--- config.mk ---
export PLATFORM = sky130hd
export DESIGN_NAME = uart_cmd_dispatch
export DESIGN_NICKNAME = d
export VERILOG_FILES = /design/src/rtl/uart_cmd_dispatch.sv
export SDC_FILE = /design/constraint.sdc
export NUM_CORES = 1
export LEC_CHECK = 0
export ABC_AREA = 1
export CAP_MARGIN = 40
export CELL_PAD_IN_SITES_DETAIL_PLACEMENT = 1
export CELL_PAD_IN_SITES_GLOBAL_PLACEMENT = 2
export CORE_MARGIN = 2
export CORE_UTILIZATION = 29
export CTS_CLUSTER_DIAMETER = 100
export DETAILED_ROUTE_END_ITERATION = 16
export PLACE_DENSITY = 0.76
export SYNTH_ARGS = -nofsm -noshare
export SYNTH_HDL_FRONTEND = slang
export SYNTH_SLANG_ARGS = --single-unit
--- constraint.sdc ---
create_clock -name clk_in -period 2.5 [get_ports clk_in]
set_clock_uncertainty 0.15 [all_clocks]
set_input_delay 0.5 -clock clk_in [delete_from_list [all_inputs] [get_ports clk_in]]
set_output_delay 0.5 -clock clk_in [all_outputs]
set_load 0.02 [all_outputs]
--- src/rtl/uart_cmd_dispatch.sv ---
// UART byte command dispatcher: colour/brightness control, line load and frame fill
// into a ready-handshaked frame-buffer write port, with inter-byte timeout.
module uart_cmd_dispatch #(
    parameter int PIXEL_WIDTH     = 64,
    parameter int PIXEL_HEIGHT    = 32,
    parameter int BYTES_PER_PIXEL = 2,
    parameter int BRIGHTNESS_BITS = 6,
    parameter int LITTLE_ENDIAN   = 1,
    parameter int TIMEOUT_CYCLES  = 4095,
    localparam int ROW_W  = $clog2(PIXEL_HEIGHT),
    localparam int COL_W  = $clog2(PIXEL_WIDTH * BYTES_PER_PIXEL),
    localparam int ADDR_W = ROW_W + COL_W
) (
    input  logic                       clk_in,
    input  logic                       reset,
    input  logic [7:0]                 rx_data,
    input  logic                       rx_valid,
    input  logic                       ram_ready,
    output logic [2:0]                 rgb_enable,
    output logic [BRIGHTNESS_BITS-1:0] brightness_enable,
    output logic [7:0]                 ram_data_out,
    output logic [ADDR_W-1:0]          ram_address,
    output logic                       ram_write_enable,
    output logic                       busy,
    output logic [7:0]                 cmd_count,
    output logic                       timeout_err,
    output logic                       overrun_err
);

    localparam int TCNT_W = (TIMEOUT_CYCLES > 2) ? $clog2(TIMEOUT_CYCLES) : 1;
    localparam logic [TCNT_W-1:0] TCNT_LAST = TCNT_W'(TIMEOUT_CYCLES - 1);
    localparam logic [ADDR_W-1:0] ADDR_LAST = '1;
    localparam logic [COL_W-1:0]  COL_LAST  = '1;
    localparam logic [COL_W-1:0]  COL_FLIP  = (LITTLE_ENDIAN != 0) ? '0 : COL_W'(1);

    typedef enum logic [2:0] {
        IDLE,
        ROW,
        DATA,
        FILL_VAL,
        FILL
    } state_t;

    state_t             state;
    logic [ROW_W-1:0]   row;
    logic [COL_W-1:0]   col;
    logic [7:0]         fill_val;
    logic               fill_first;
    logic [TCNT_W-1:0]  idle_cnt;

    assign busy = (state != IDLE);

    always_ff @(posedge clk_in or posedge reset) begin
        if (reset) begin
            state             <= IDLE;
            rgb_enable        <= 3'b111;
            brightness_enable <= '1;
            ram_data_out      <= '0;
            ram_address       <= '0;
            ram_write_enable  <= 1'b0;
            cmd_count         <= '0;
            timeout_err       <= 1'b0;
            overrun_err       <= 1'b0;
            row               <= '0;
            col               <= '0;
            fill_val          <= '0;
            fill_first        <= 1'b0;
            idle_cnt          <= '0;
        end else begin
            timeout_err <= 1'b0;
            overrun_err <= 1'b0;

            // An accepted write retires unless a state below issues the next one.
            if (ram_write_enable && ram_ready)
                ram_write_enable <= 1'b0;

            if (state == ROW || state == DATA || state == FILL_VAL) begin
                if (rx_valid) begin
                    idle_cnt <= '0;
                end else if (idle_cnt == TCNT_LAST) begin
                    idle_cnt    <= '0;
                    state       <= IDLE;
                    timeout_err <= 1'b1;
                end else begin
                    idle_cnt <= idle_cnt + 1'b1;
                end
            end else begin
                idle_cnt <= '0;
            end

            case (state)
                IDLE: begin
                    if (rx_valid) begin
                        case (rx_data)
                            "R": rgb_enable[0] <= 1'b1;
                            "r": rgb_enable[0] <= 1'b0;
                            "G": rgb_enable[1] <= 1'b1;
                            "g": rgb_enable[1] <= 1'b0;
                            "B": rgb_enable[2] <= 1'b1;
                            "b": rgb_enable[2] <= 1'b0;
                            "0": brightness_enable <= '0;
                            "9": brightness_enable <= '1;
                            "L": state <= ROW;
                            "F": state <= FILL_VAL;
                            "1", "2", "3", "4", "5", "6", "7", "8": begin
                                // Digit k addresses bit-plane BRIGHTNESS_BITS-k; larger k falls off the end.
                                for (int i = 0; i < BRIGHTNESS_BITS; i++) begin
                                    if (int'(rx_data[3:0]) == BRIGHTNESS_BITS - i)
                                        brightness_enable[i] <= ~brightness_enable[i];
                                end
                            end
                            default: ;
                        endcase
                    end
                end

                ROW: begin
                    if (rx_valid) begin
                        row   <= rx_data[ROW_W-1:0];
                        col   <= '0;
                        state <= DATA;
                    end
                end

                DATA: begin
                    if (rx_valid) begin
                        if (ram_write_enable && !ram_ready) begin
                            overrun_err <= 1'b1;
                        end else begin
                            ram_data_out     <= rx_data;
                            ram_address      <= {row, col ^ COL_FLIP};
                            ram_write_enable <= 1'b1;
                            col              <= col + 1'b1;
                            if (col == COL_LAST) begin
                                state     <= IDLE;
                                cmd_count <= cmd_count + 1'b1;
                            end
                        end
                    end
                end

                FILL_VAL: begin
                    if (rx_valid) begin
                        fill_val   <= rx_data;
                        fill_first <= 1'b1;
                        state      <= FILL;
                    end
                end

                FILL: begin
                    if (rx_valid)
                        overrun_err <= 1'b1;
                    // fill_first waits out any line write still pending from before.
                    if (!ram_write_enable || ram_ready) begin
                        if (fill_first) begin
                            fill_first       <= 1'b0;
                            ram_address      <= '0;
                            ram_data_out     <= fill_val;
                            ram_write_enable <= 1'b1;
                        end else if (ram_address == ADDR_LAST) begin
                            state     <= IDLE;
                            cmd_count <= cmd_count + 1'b1;
                        end else begin
                            ram_address      <= ram_address + 1'b1;
                            ram_write_enable <= 1'b1;
                        end
                    end
                end

                default: state <= IDLE;
            endcase
        end
    end

endmodule

[Word-level counts from Yosys, hierarchy flattened]
Index checks and enable logic that the tools add are counted.
Operators by class
  $add $sub $neg: 4
  reductions and logical operators: 33
  equality and inequality tests: 47
  mux-type cells: 66
  bitwise operators: 6
Operator list (number)
  $mux W12: 8
  $eq A8 B6 Y1 const B: 10
  $mux W8: 10
  $eq A8 B7 Y1 const B: 8
  $mux W3: 12
  $pmux W8 S2: 2
  $ne A2 B2 Y1 const B: 14
  $reduce_and A4 Y1: 7
  $add A12 B1 Y12 const B: 2
  $eq A12 B12 Y1 const B: 2
  $pmux W12 S2: 1
  $mux W7: 3
  $mux W1: 20
  $pmux W6 S3: 1
  $pmux W3 S5: 1
  $pmux W7 S2: 1
  $eq A4 B4 Y1 const B: 3
  $pmux W1 S2: 6
  $reduce_and A3 Y1: 4
  $reduce_bool A2 Y1: 6
  $reduce_and A5 Y1: 2
  $add A8 B1 Y8 const B: 1
  $eq A4 B3 Y1 const B: 2
  $reduce_or A8 Y1: 1
  other kinds (17): 29
Word-level totals
  word-level logic and storage cells: 177
  input port bits: 12
  bits in registers: 76
  output and inout port bits: 41

[Logic depth before layout (Yosys ltp)]
Gate-level depths: netlist of the first run.
  depth after elaboration: 8
  gate-level depth with buffers: 10
  gate-level depth less buffers: 10

[Worst setup path after synthesis of the first run]
OpenSTA, ideal clock, no wires.
  kind: register to register
  from: register ram_address[0]
  to: register cmd_count[3]
  required time: 2.232 ns
  period minus slack after synthesis: 1.872 ns
  arrival time: 1.604 ns
  path buffers: 0
  stages on the path, launching flop included: 9
  library setup time: 0.118 ns
  setup slack: 0.628 ns
  cell sequence: dfrtp_1 ha_1 nand2_1 nor2_1 nand3_1 nand2_1 nand2_4 nand2_1 nand2_1
On the way
  word-level cells in the longest chain between the ends: 3
RTL lines
  start: declaration: RTL line 22  | output logic [ADDR_W-1:0] ram_address,
  start signal: assignment: RTL line 131  | ram_address <= {row, col ^ COL_FLIP};
  start signal: assignment: RTL line 164  | ram_address <= ram_address + 1'b1;
  $eq A12 B12 Y1: RTL line 160  | end else if (ram_address == ADDR_LAST) begin
  $ne A2 B2 Y1 (no line)
  $reduce_and A7 Y1 (no line)
  end signal: assignment: RTL line 136  | cmd_count <= cmd_count + 1'b1;
  end signal: assignment: RTL line 162  | cmd_count <= cmd_count + 1'b1;
  end: declaration: RTL line 25  | output logic [7:0] cmd_count,
Every way passes these cells.
A chain may end at the register's enable or synchronous reset.

[Worst setup path after layout of the first run]
  from: register state[1]
  to: output busy
On the way
  word-level cells in the longest chain between the ends: 1
RTL lines
  start: declaration: RTL line 44  | state_t state;
  start signal: assignment: RTL line 55  | state <= IDLE;
  start signal: assignment: RTL line 82  | state <= IDLE;
  start signal: assignment: RTL line 103  | "L": state <= ROW;
  $reduce_bool A3 Y1: RTL line 51  | assign busy = (state != IDLE);
  end: declaration: RTL line 24  | output logic busy,
Every way passes these cells.

==> results.sh, run 1 <==
export IMPL_status="finished, final reports clean"
export IMPL_grt_usage_pct=16.08
export IMPL_setup_viol=0
export IMPL_grt_pass1_vias=4107
export IMPL_synth_async_reset_ratio_pct=100.0
export IMPL_ant_nets=0
export IMPL_final_setup_tns_ns=0
export IMPL_htreeDepth=3
export IMPL_synth_edf_count=0
export IMPL_fin_cells=811
export IMPL_core_area_mm2=0.01437
export IMPL_gp_routability_congestion=0.7910
export IMPL_clk_path_buf_depth=2
export IMPL_netlist_area_mm2=0.004225
export IMPL_numCtsBuffers=9
export IMPL_cts_tree="done"
export IMPL_fin_crit_sh_pct=95.69
export IMPL_insertedDiodeCount=0
export IMPL_dieHeight_um=124.7
export IMPL_placementRows=44
export IMPL_first_pass_iters=4
export IMPL_synthTopCellsByCount="nand2_1 (162), dfrtp_1 (67), nor2_1 (65)"
export IMPL_hpwl_mm=8.612
export IMPL_hold_start="brightness_enable[1]"
export IMPL_crit_path_start_kind="register"
export IMPL_path_common_cell="inv_1"
export IMPL_rr_startpoint="col[0]"
export IMPL_start_util_pct=29.41
export IMPL_avgSynthCellArea_um2=7.627
export IMPL_crit_arrival_ns=1.74
export IMPL_placedCellCount=796
export IMPL_wirelength_mm=12.02
export IMPL_areaGrowthSynthToFinish_pct=26.06
export IMPL_fmax_mhz=418.0
export IMPL_clock_sinks=76
export IMPL_critPathSlowestCell="clkdlybuf4s50_1"
export IMPL_drv_slew=0
export IMPL_crit_path_max_fanout=7
export IMPL_detail_route_vias_per_cell=4.810
export IMPL_synthTopCellsByArea="dfrtp_1 (40%), nand2_1 (14%), nor2_1 (5.8%)"
export IMPL_synth_top_area_share_pct=39.68
export IMPL_dieWidth_um=124.7
export IMPL_end_kind="output port"
export IMPL_syn_nets=571
export IMPL_root_buffer="clkbuf_16"
export IMPL_slew_headroom_pct=67.25
export IMPL_hold_class="reg2reg"
export IMPL_ys_flop_type="dfrtp_1"
export IMPL_max_stage_delay_ns=0.54
export IMPL_netlist_instances=554
export IMPL_vdd_drop_max_mv=0.3358
export IMPL_required_ns=1.85
export IMPL_cap_viol_max_count=0
export IMPL_synth_cell_types=40
export IMPL_power_density_mw_per_mm2=982.8
export IMPL_fin_crit_ns=2.392
export IMPL_antenna_found_initial=0
export IMPL_tightest_slew_ns=0.4898
export IMPL_insertion_delay_ns=0.34
export IMPL_layout_nets=640
export IMPL_worstPathCellList="inv_1 > nand2_1 > nor2_2 > inv_1 > clkdlybuf4s50_1"
export IMPL_drc=0
export IMPL_synth_warnings=0
export IMPL_p_leak_nw=2.486
export IMPL_nFillCells=1768
export IMPL_die_area_mm2=0.01555
export IMPL_ys_seq_elements=76
export IMPL_path_clk_slew_ns=0.06
export IMPL_io_buffer_count=52
export IMPL_synth_seq_area_share_pct=45.28
export IMPL_wl_per_cell_um=14.82
export IMPL_criticalPathCategory="reg2out"
export IMPL_fin_total_pwr_w=0.005235
export IMPL_startpoint="state[1]"
export IMPL_grt_overflow=0
export IMPL_yosys_area_top_type="dfrtp_1"
export IMPL_pin_count=53
export IMPL_first_iter_violations=154
export IMPL_synth_most_common_cell="nand2_1"
export IMPL_final_hold_violation_count=0
export IMPL_grt_pass1_wl_mm=20.53
export IMPL_grt_max_degree=77
export IMPL_drive_gt1_share_pct=10.37
export IMPL_postLayoutCoreUtil_pct=37.07
export IMPL_num_vias=3901
export IMPL_rsz0062_at_grt="false"
export IMPL_ctsHoldBuffers=0
==> state kept, by name, summed over array words and instances (netlist names) <==
register / count
brightness_enable: 6
cmd_count: 8
col: 7
fill_first: 1
fill_val: 8
idle_cnt: 12
overrun_err: 1
ram_address: 12
ram_data_out: 8
ram_write_enable: 1
rgb_enable: 3
row: 5
state: 3
timeout_err: 1
==> cells by family after synthesis <==
family	after synthesis	synth area share, %
and+or+nand+nor	308	31.77
AOI/OAI and AO/OA	78	11.25
DFF	76	45.28
buffers and inverters	73	7.314
xor gates and xnor gates	14	2.902
adders and majority gates	5	1.481
==> layer usage <==
layer | wire length (um) | vias up | track usage (%)
met3 | 339 | 11 | 2.749
met4 | 165 | 0 | 5.486
met5 | 0 | - | 0
met1 | 5970 | 1891 | 21.95
li1 | - | 1939 | -
met2 | 5540 | 60 | 25.81
==> critical path, delay by kind of cell, from the launching register on <==
| family | cells | cell delay [ns] |
|---|---|---|
| flops | 1 | 0.47 |
| buf+inv | 3 | 0.70 |
| simple gates | 2 | 0.23 |
==> stage by stage <==
step | area [um2] | setup WS [ns] | hold slack (ns)
after global routing | 5326 | 0.01041 | 0.3583
after detailed placement | 5051 | 0.1038 | 0.3235
after floorplan | 4229 | 0.6278 | 0.3034
final | 5326 | 0.1078 | 0.3302
after global placement | 5051 | 0.1709 | 0.3166
after CTS | 5325 | 0.03501 | 0.3376
==> path summary, 6_finish.rpt <==
| path | to | slack, ns | depth (start not counted) |
|---|---|---|---|
| worst max-delay path | busy | 0.11 | 5 |
| worst min-delay path | brightness_enable[1] | 0.33 | 2 |
| worst max register to register | cmd_count[5] | 0.36 | 10 |
| worst min register to register | brightness_enable[1] | 0.33 | 2 |
| max in group asynchronous | brightness_enable[2] | 1.35 | 3 |
| min in group asynchronous | overrun_err | 0.48 | 3 |
==> layout make-up <==
cell class                 instances  area, um2  area share, %
multi-input combinational        405       2006          37.66
clock inverter                     1      7.507         0.1409
inverter                          60      229.0          4.299
clock buffer                      14      264.0          4.957
tap                              184      230.2          4.322
sequential                        76       1914          35.94
timing repair buffer              71      675.6          12.68
==> timing repair <==
| item | 4_1_cts | 5_1_grt |
|---|---|---|
| resized for setup | 1 | 1 |
| setup endpoints to repair | 1 | 1 |
| setup buffers | 0 | 0 |
==> layout by cell type, fill, tap and decap left out, types with 7 or more instances in the layout <==
master	count
a21oi_1	8
buf_4	18
clkbuf_16	9
clkdlybuf4s50_1	52
dfrtp_1	66
dfstp_2	9
inv_1	53
nand2_1	162
nand3_1	43
nand4_1	11
nor2_1	64
nor3_1	7
o21ai_0	41
o31ai_1	9
xor2_1	10
==> power by group <==
group / internal [W] / total (W) / switching (W)
sequential: 0.00158 / 0.00193 / 0.000348
combinational: 0.000822 / 0.00207 / 0.00125
clock: 0.000723 / 0.00124 / 0.000514
total: 0.00313 / 0.00523 / 0.00211
No activity file was read; power rests on OpenSTA's default activity.
==> run 2: changes to the inputs <==
Settings changed: SKIP_CTS_REPAIR_TIMING set to 1.
==> results of run 2 <==
Final layout, timing and power as in run 1 (identical DEF).
==> run 3: changes to the inputs <==
Settings changed: CORE_UTILIZATION 29 to 33, DONT_BUFFER_PORTS set to 1, PLACE_DENSITY 0.76 to 0.75.
==> run 3 against run 2 <==
Critical path depth increased by 5. Maximum frequency increased by 13%. Worst hold slack got worse by 0.17 ns. Sequential share of layout area increased by 4.3 points. Die area decreased by 12%. Clock power about the same.
==> results.sh, run 3 (synthesis results as in run 1) <==
export IMPL_status="finished, final reports clean"
export IMPL_dieHeight_um=117.2
export IMPL_io_buffer_count=0
export IMPL_pin_count=53
export IMPL_max_stage_delay_ns=0.46
export IMPL_grt_usage_pct=18.20
export IMPL_final_hold_violation_count=0
export IMPL_start_util_pct=33.62
export IMPL_numCtsBuffers=9
export IMPL_gp_routability_congestion=0.7515
export IMPL_insertion_delay_ns=0.35
export IMPL_root_buffer="clkbuf_16"
export IMPL_crit_arrival_ns=2.21
export IMPL_layout_common_cells="nand2_1 (162), dfrtp_1 (67), nor2_1 (65)"
export IMPL_layout_nets=585
export IMPL_die_area_mm2=0.01373
export IMPL_crit_path_max_fanout=9
export IMPL_insertedDiodeCount=0
export IMPL_ant_nets=0
export IMPL_dieWidth_um=117.2
export IMPL_tightest_slew_ns=0.6179
export IMPL_required_ns=2.58
export IMPL_end_kind="register"
export IMPL_wl_per_cell_um=15.41
export IMPL_vdd_drop_max_mv=0.4007
export IMPL_hold_depth=2
export IMPL_crit_path_start_kind="register"
export IMPL_grt_overflow=0
export IMPL_reg2reg_depth=10
export IMPL_hpwl_mm=8.562
export IMPL_rr_startpoint="col[0]"
export IMPL_first_iter_violations=182
export IMPL_final_setup_tns_ns=0
export IMPL_final_common_cell="nand2_1"
export IMPL_top_regs="idle_cnt (12), ram_address (12)"
export IMPL_placedCellCount=728
export IMPL_placementRows=41
export IMPL_wirelength_mm=11.48
export IMPL_setup_viol=0
export IMPL_worstHoldEndpoint="fill_val[7]"
export IMPL_fmax_mhz=471.2
export IMPL_drv_slew=0
export IMPL_detail_route_vias_per_cell=4.956
export IMPL_nFillCells=1537
export IMPL_grt_max_degree=33
export IMPL_num_vias=3692
export IMPL_fin_crit_sh_pct=84.90
export IMPL_criticalPathCategory="reg2reg"
export IMPL_grt_pass1_wl_mm=19.16
export IMPL_core_area_mm2=0.01257
export IMPL_clock_sinks=76
export IMPL_fin_cells=745
export IMPL_p_leak_nw=2.287
export IMPL_hold_start="rx_data[7]"
export IMPL_power_density_mw_per_mm2=1009
export IMPL_slew_headroom_pct=58.69
export IMPL_grt_pass1_vias=3801
export IMPL_path_clk_slew_ns=0.06
export IMPL_path_common_cell="nand2_1"
export IMPL_antenna_found_initial=0
export IMPL_drive_gt1_share_pct=10.30
export IMPL_cts_tree="done"
export IMPL_critPathSlowestCell="dfrtp_1"
export IMPL_rsz0062_at_grt="false"
export IMPL_fin_crit_ns=2.122
export IMPL_worstPathCellList="ha_1 > inv_1 > nor2_1 > nand2_1 > nand2_4 > nand2_2 > nor3_4 > nand2_4 > nand2_1 > nand2_1"
export IMPL_clk_path_buf_depth=2
export IMPL_r2r_slack_ns=0.38
export IMPL_htreeDepth=3
export IMPL_cap_viol_max_count=0
export IMPL_first_pass_iters=4
export IMPL_r2r_end="cmd_count[0]"
export IMPL_drc=0
export IMPL_areaGrowthSynthToFinish_pct=12.64
export IMPL_hold_class="in2reg"
[run 3: power by group]
part | switching (W) | internal, W | leakage [nW]
Combinational | 0.000987 | 0.000485 | 1.16
Sequential | 0.000542 | 0.00158 | 1.00
Clock | 0.000513 | 0.000698 | 0.131
[run 3: worst max-delay path by stage]
stage                        start              to  slack (ns)
floorplan           ram_address[0]    cmd_count[3]        0.63
global placement    ram_address[0]        state[1]        0.43
detailed placement          col[0]    cmd_count[7]        0.39
CTS                 ram_address[0]  ram_address[0]        0.35
global route                col[0]    cmd_count[5]        0.14
finish                      col[0]    cmd_count[0]        0.38
[run 3: final cells by class]
type | count | area (um2) | share of cell area [%]
clock buffer | 14 | 254.0 | 5.337
multi-input combinational | 405 | 2003 | 42.09
inverter | 60 | 229.0 | 4.811
sequential | 76 | 1913 | 40.19
clock inverter | 2 | 10.01 | 0.2103
timing repair buffer | 16 | 135.1 | 2.839
tap | 172 | 215.2 | 4.522
[run 3: critical path, delay by kind of cell (launching register included)]
family,cells,cell delay (ns)
adder cells (fa/ha/maj),1,0.22
AND/OR/NAND/NOR,8,1.10
flip-flops,1,0.46
buffers and inverters,1,0.07
[run 3: routing by layer]
layer | GRT usage [%] | wire [um]
met5 | 0 | 0
met2 | 28.08 | 5307
met4 | 7.686 | 213
met3 | 4.480 | 501
met1 | 24.41 | 5459
[run 3: metrics by stage]
stage | hold slack, ns | cell area [um2] | utilization (%) | worst slack (ns) | total power (W)
after floorplan | 0.3034 | 4229 | - | 0.6278 | 0.003208
after global placement | 0.1664 | 4486 | 35.69 | 0.4313 | 0.003578
after detailed placement | 0.1738 | 4486 | 35.69 | 0.3949 | 0.003635
after CTS | -0.2011 | 4750 | 37.79 | 0.3467 | 0.004878
after global routing | 0.1744 | 4760 | 37.87 | 0.1449 | 0.005171
final | 0.1612 | 4760 | 37.87 | 0.3776 | 0.004802
